`config.mk`:
```
export PLATFORM = sky130hd
export DESIGN_NAME = alu_arbiter
export DESIGN_NICKNAME = d
export VERILOG_FILES = /design/src/rtl/alu_arbiter.sv
export SDC_FILE = /design/constraint.sdc
export NUM_CORES = 1
export LEC_CHECK = 0
export CORE_ASPECT_RATIO = 0.7
export CORE_UTILIZATION = 38
export CTS_BUF_LIST = sky130_fd_sc_hd__clkbuf_8
export DETAILED_ROUTE_END_ITERATION = 10
export GPL_ROUTABILITY_DRIVEN = 0
export PLACE_DENSITY = 0.78
export SLEW_MARGIN = 30
export SYNTH_ARGS = -nofsm -noshare
export SYNTH_HDL_FRONTEND = slang
export SYNTH_SLANG_ARGS = --single-unit
export TNS_END_PERCENT = 30
```
`constraint.sdc`:
```
create_clock -name i_clk -period 1.65 [get_ports i_clk]
set_clock_uncertainty 0.2 [all_clocks]
set_input_delay 0.33 -clock i_clk [delete_from_list [all_inputs] [get_ports i_clk]]
set_output_delay 0.33 -clock i_clk [all_outputs]
set_load 0.05 [all_outputs]
```
`src/rtl/alu_arbiter.sv`:
```
// alu_arbiter: round-robin sharing of one combinational ALU between two
// requesters. One issue register drives the ALU for a single cycle; the ALU
// outputs are captured into a per-requester response slot that is held until
// its requester consumes it.
module alu_arbiter #(
  parameter int WIDTH = 32
) (
  input  logic             i_clk,
  input  logic             i_rst_n,
  input  logic             i_req0_valid,
  input  logic [3:0]       i_req0_ctrl,
  input  logic [WIDTH-1:0] i_req0_a,
  input  logic [WIDTH-1:0] i_req0_b,
  output logic             o_req0_ready,
  input  logic             i_req1_valid,
  input  logic [3:0]       i_req1_ctrl,
  input  logic [WIDTH-1:0] i_req1_a,
  input  logic [WIDTH-1:0] i_req1_b,
  output logic             o_req1_ready,
  output logic             o_rsp0_valid,
  output logic [WIDTH-1:0] o_rsp0_result,
  output logic [2:0]       o_rsp0_flags,
  output logic             o_rsp0_illegal,
  input  logic             i_rsp0_ready,
  output logic             o_rsp1_valid,
  output logic [WIDTH-1:0] o_rsp1_result,
  output logic [2:0]       o_rsp1_flags,
  output logic             o_rsp1_illegal,
  input  logic             i_rsp1_ready,
  output logic [3:0]       o_alu_ctrl,
  output logic [WIDTH-1:0] o_alu_a,
  output logic [WIDTH-1:0] o_alu_b,
  input  logic [WIDTH-1:0] i_alu_result,
  input  logic             i_alu_zero,
  input  logic             i_alu_neg,
  input  logic             i_alu_negU
);

  // Codes outside 0000-0111, 1101, 1110 are still executed but flagged.
  function automatic logic ctrl_illegal(input logic [3:0] c);
    return !((c[3] == 1'b0) || (c == 4'b1101) || (c == 4'b1110));
  endfunction

  // Issue register and round-robin pointer
  logic             iss_valid_q, iss_valid_d;
  logic             iss_owner_q, iss_owner_d;
  logic [3:0]       iss_ctrl_q,  iss_ctrl_d;
  logic [WIDTH-1:0] iss_a_q,     iss_a_d;
  logic [WIDTH-1:0] iss_b_q,     iss_b_d;
  logic             last_q,      last_d;

  // Response slots, index = requester
  logic [1:0]       rsp_valid_q, rsp_valid_d;
  logic [WIDTH-1:0] rsp_result_q [2];
  logic [WIDTH-1:0] rsp_result_d [2];
  logic [2:0]       rsp_flags_q  [2];
  logic [2:0]       rsp_flags_d  [2];
  logic [1:0]       rsp_ill_q,   rsp_ill_d;

  logic [1:0] req_valid, rsp_ready, elig, ve, ready, acc, cap;

  assign req_valid = {i_req1_valid, i_req0_valid};
  assign rsp_ready = {i_rsp1_ready, i_rsp0_ready};

  // A requester is eligible when its slot will be free and its previous op is
  // not still in the issue register, so the issue register never stalls.
  assign elig[0] = (!rsp_valid_q[0] || rsp_ready[0]) && !(iss_valid_q && !iss_owner_q);
  assign elig[1] = (!rsp_valid_q[1] || rsp_ready[1]) && !(iss_valid_q &&  iss_owner_q);
  assign ve      = req_valid & elig;

  // Ready looks only at the other side's valid; last_q==1 gives req0 priority.
  assign ready[0] = elig[0] && (!ve[1] ||  last_q);
  assign ready[1] = elig[1] && (!ve[0] || !last_q);
  assign acc      = req_valid & ready;

  assign cap = {iss_valid_q & iss_owner_q, iss_valid_q & ~iss_owner_q};

  assign o_req0_ready = ready[0];
  assign o_req1_ready = ready[1];

  // Idle ALU inputs are driven to an add of zeros rather than stale operands.
  assign o_alu_ctrl = iss_valid_q ? iss_ctrl_q : 4'b0000;
  assign o_alu_a    = iss_valid_q ? iss_a_q    : '0;
  assign o_alu_b    = iss_valid_q ? iss_b_q    : '0;

  assign o_rsp0_valid   = rsp_valid_q[0];
  assign o_rsp0_result  = rsp_result_q[0];
  assign o_rsp0_flags   = rsp_flags_q[0];
  assign o_rsp0_illegal = rsp_ill_q[0];
  assign o_rsp1_valid   = rsp_valid_q[1];
  assign o_rsp1_result  = rsp_result_q[1];
  assign o_rsp1_flags   = rsp_flags_q[1];
  assign o_rsp1_illegal = rsp_ill_q[1];

  // Grant loads the issue register; without a grant it empties next cycle.
  always_comb begin
    iss_valid_d = 1'b0;
    iss_owner_d = iss_owner_q;
    iss_ctrl_d  = iss_ctrl_q;
    iss_a_d     = iss_a_q;
    iss_b_d     = iss_b_q;
    last_d      = last_q;
    if (acc[0]) begin
      iss_valid_d = 1'b1;
      iss_owner_d = 1'b0;
      iss_ctrl_d  = i_req0_ctrl;
      iss_a_d     = i_req0_a;
      iss_b_d     = i_req0_b;
      last_d      = 1'b0;
    end else if (acc[1]) begin
      iss_valid_d = 1'b1;
      iss_owner_d = 1'b1;
      iss_ctrl_d  = i_req1_ctrl;
      iss_a_d     = i_req1_a;
      iss_b_d     = i_req1_b;
      last_d      = 1'b1;
    end
  end

  // Slots capture the ALU output at the end of the issue cycle, drain on ready.
  always_comb begin
    rsp_valid_d = rsp_valid_q;
    rsp_ill_d   = rsp_ill_q;
    for (int k = 0; k < 2; k++) begin
      rsp_result_d[k] = rsp_result_q[k];
      rsp_flags_d[k]  = rsp_flags_q[k];
      if (cap[k]) begin
        rsp_valid_d[k]  = 1'b1;
        rsp_result_d[k] = i_alu_result;
        rsp_flags_d[k]  = {i_alu_zero, i_alu_neg, i_alu_negU};
        rsp_ill_d[k]    = ctrl_illegal(iss_ctrl_q);
      end else if (rsp_valid_q[k] && rsp_ready[k]) begin
        rsp_valid_d[k]  = 1'b0;
      end
    end
  end

  // State registers; reset discards any in-flight op and clears the slots.
  always_ff @(posedge i_clk or negedge i_rst_n) begin
    if (!i_rst_n) begin
      iss_valid_q <= 1'b0;
      iss_owner_q <= 1'b0;
      iss_ctrl_q  <= '0;
      iss_a_q     <= '0;
      iss_b_q     <= '0;
      last_q      <= 1'b1;
      rsp_valid_q <= '0;
      rsp_ill_q   <= '0;
      for (int k = 0; k < 2; k++) begin
        rsp_result_q[k] <= '0;
        rsp_flags_q[k]  <= '0;
      end
    end else begin
      iss_valid_q <= iss_valid_d;
      iss_owner_q <= iss_owner_d;
      iss_ctrl_q  <= iss_ctrl_d;
      iss_a_q     <= iss_a_d;
      iss_b_q     <= iss_b_d;
      last_q      <= last_d;
      rsp_valid_q <= rsp_valid_d;
      rsp_ill_q   <= rsp_ill_d;
      for (int k = 0; k < 2; k++) begin
        rsp_result_q[k] <= rsp_result_d[k];
        rsp_flags_q[k]  <= rsp_flags_d[k];
      end
    end
  end

endmodule

```
==> impl_metrics.py <==
metrics = {
    "run_status": {
        "status": "complete, but fails checks",
        "failed_checks": "negative setup slack",
    },
    "worst_setup_path": {
        "crit_type": "flip-flop to primary output",
        "crit_required_ns": 1.12,
        "critPathBufInv": 2,
        "worstSetupStartpointType": "flip-flop",
        "setup.worst_path.end_class": "primary output",
        "path_cells": "buf_6, nand2b_4, and3_4, a21oi_4, buf_8",
        "crit_family": "flip-flops",
        "critical_path.max_stage_delay_ns": 0.44,
        "worstPathMaxFanout": 4,
        "crit_arrival_ns": 1.56,
        "slowest_stage": "dfrtp_2",
    },
    "synth": {
        "syn_nets": 902,
        "synth_edf_count": 0,
        "post-synth-top-area-fraction": 0.533,
        "ys_ff_latch": 145,
        "synth_area_leaders": "dfrtp_1 (53%), a31oi_1 (6.3%), and2_1 (6.3%)",
        "yosys.area.top_type": "dfrtp_1",
        "ys_types": 23,
        "seq_area_frac_synth": 0.537,
        "synth.avg_cell_area_um2": 9.32,
        "ys_async_sr_fraction": 1.00,
        "synth_ff_type": "dfrtp_1",
        "yosys_warnings": 0,
        "synth_area_um2": 6760,
        "netlist_instances": 725,
    },
    "global_routing": {
        "antenna_found_initial": 0,
        "grt_pass1_wl_um": 38600,
        "grt_use_total": 0.274,
        "grt_max_degree": 52,
        "grt_pass1_vias": 6953,
        "grt-ovfl-total": 0,
    },
    "detailed_routing": {
        "route.detailed.drc": 0,
        "antenna_left": 0,
        "avgViaCountPerCell": 5.41,
        "wl_um": 25100,
        "first_pass_iters": 5,
        "drt_iter0_markers": 598,
        "wl_per_cell_um": 19.7,
        "vias": 6917,
    },
    "place": {
        "post-place-ws_ns": -0.549,
        "dp.final_hpwl_um": 17900,
        "dp.cells": 1240,
        "io_buffers": 320,
    },
    "die": {
        "die_width_um": 161,
        "die_height_um": 114,
        "die-area_um2": 18300,
        "core_area_um2": 17300,
        "io_pins": 321,
        "start_util": 0.391,
        "fp-row-count": 40,
    },
    "pwr": {
        "power.total_mw": 32.3,
        "p_leak_nw": 5.31,
        "ir_worst_vdd_v": 0.00145,
        "power_density_nw_per_um2": 2570,
    },
    "clock_tree": {
        "htreeDepth": 4,
        "cts_sinks": 145,
        "insertion_delay_ns": 0.45,
        "clkTransAtPathRegs_ns": 0.09,
        "numCtsBuffers": 17,
        "clk_path_buf_depth": 2,
        "root_buffer": "clkbuf_8",
        "cts_tree": "done",
    },
    "finish": {
        "multiInputGateArea_um2": 2970,
        "syn_to_final_growth_pct": 86.1,
        "drive_gt1_frac": 0.302,
        "diodes": 0,
        "fin_util": 0.728,
        "nets": 1211,
        "nFillCells": 1173,
        "final_cells": 1278,
        "final_cell_mix": "clkdlybuf4s50_1 (175), buf_12 (161), dfrtp_1 (141)",
        "layout_commonest_cell": "clkdlybuf4s50_1",
        "seq_area_um2": 3630,
    },
    "timing": {
        "finalSetupTns_ns": -40.57,
        "layout_setup_ws_ns": -0.440,
        "tightest_slew_ns": 0.432,
        "hold_violations": 0,
        "max_slew_margin": 0.712,
        "slew_violations": 0,
        "clock.fmax_ghz": 0.478,
        "period_minus_slack_ns": 2.09,
        "setup-violations-final": 140,
        "finalCritPeriodShare": 1.27,
        "rsz0062_at_grt": "true",
    },
    "job": {
        "max-cap-violations": 0,
    },
    "hold_path": {
        "hold_class": "input pin to async pin",
    },
}
-- routing by layer --
metal	routed length (um)	GRT usage	part of all wire	up-vias
li1	-	-	-	3153
met1	9730	0.332	0.39	3399
met2	12600	0.464	0.50	325
met3	2160	0.0818	0.086	40
met4	627	0.0975	0.025	0
met5	0	0	0	-
-- final timing paths --
kind                                   startpoint                end  slack, ns  cells after the start
worst max-delay path                  iss_valid_q       o_req1_ready      -0.44                      5
worst min register to register  o_rsp0_result[20]  o_rsp0_result[20]       0.35                      2
worst max register to register        iss_valid_q        iss_a_q[28]      -0.26                      7
worst min-delay path                      i_rst_n  o_rsp0_result[14]       0.13                      2
min in group i_clk               i_alu_result[10]  o_rsp0_result[10]       0.22                      3
max in group asynchronous                 i_rst_n    o_rsp0_flags[2]       0.53                      3
-- cells in the mapped netlist (all sizes together) (2+ instances only) --
cell / instances
a21oi: 4
a31oi: 68
and2: 68
and3: 3
buf: 24
clkbuf: 49
dfrtp: 144
mux2: 35
nand2: 112
nand2b: 4
nand3: 70
nor2: 2
nor2b: 2
nor3: 68
o21ai: 70
-- sequential cells by signal, summed over array words and instances, names as in the netlist --
signal,flops
iss_a_q,32
iss_b_q,32
iss_ctrl_q,4
iss_owner_q,1
iss_valid_q,1
last_q,1
o_rsp0_flags,3
o_rsp0_result,32
o_rsp1_flags,3
o_rsp1_result,32
rsp_ill_q,2
rsp_valid_q,2
-- final cells by class --
cell class,instances,area share
Clock inverter,14,0.0132
Timing Repair Buffer,363,0.418
Tap cell,231,0.0230
Clock buffer,18,0.0197
Sequential cell,145,0.289
Multi-Input combinational cell,507,0.237
-- cell families after synthesis --
logic type / synth area share
flip-flops: 0.537
AND/OR/NAND/NOR: 0.239
XOR/XNOR: 0.00130
multiplexers: 0.0583
buffers and inverters: 0.0465
AO/OA/AOI/OAI: 0.118
-- what timing repair did --
action | in CTS | in global routing
hold buffers | 1 | 0
resized for setup | 61 | 0
pin swaps | 2 | 0
endpoints found under the hold margin | 144 | 0
endpoints found under the setup margin | 140 | 142
setup buffers | 3 | 0
gates cloned | 0 | 2
-- report_power, final --
group / internal, mW / switching, mW
Combinational: 10.6 / 11.8
Sequential: 5.39 / 1.50
Clock: 1.43 / 1.56
-- stage by stage --
step | hold WS [ns] | instance area [um^2]
after global placement | 0.0377 | 11900
after detailed placement | 0.0378 | 11900
final | 0.127 | 12600
after CTS | 0.109 | 12500
after floorplan | -0.166 | 6840
after global routing | 0.123 | 12600
No activity file was read; power rests on OpenSTA's default activity.
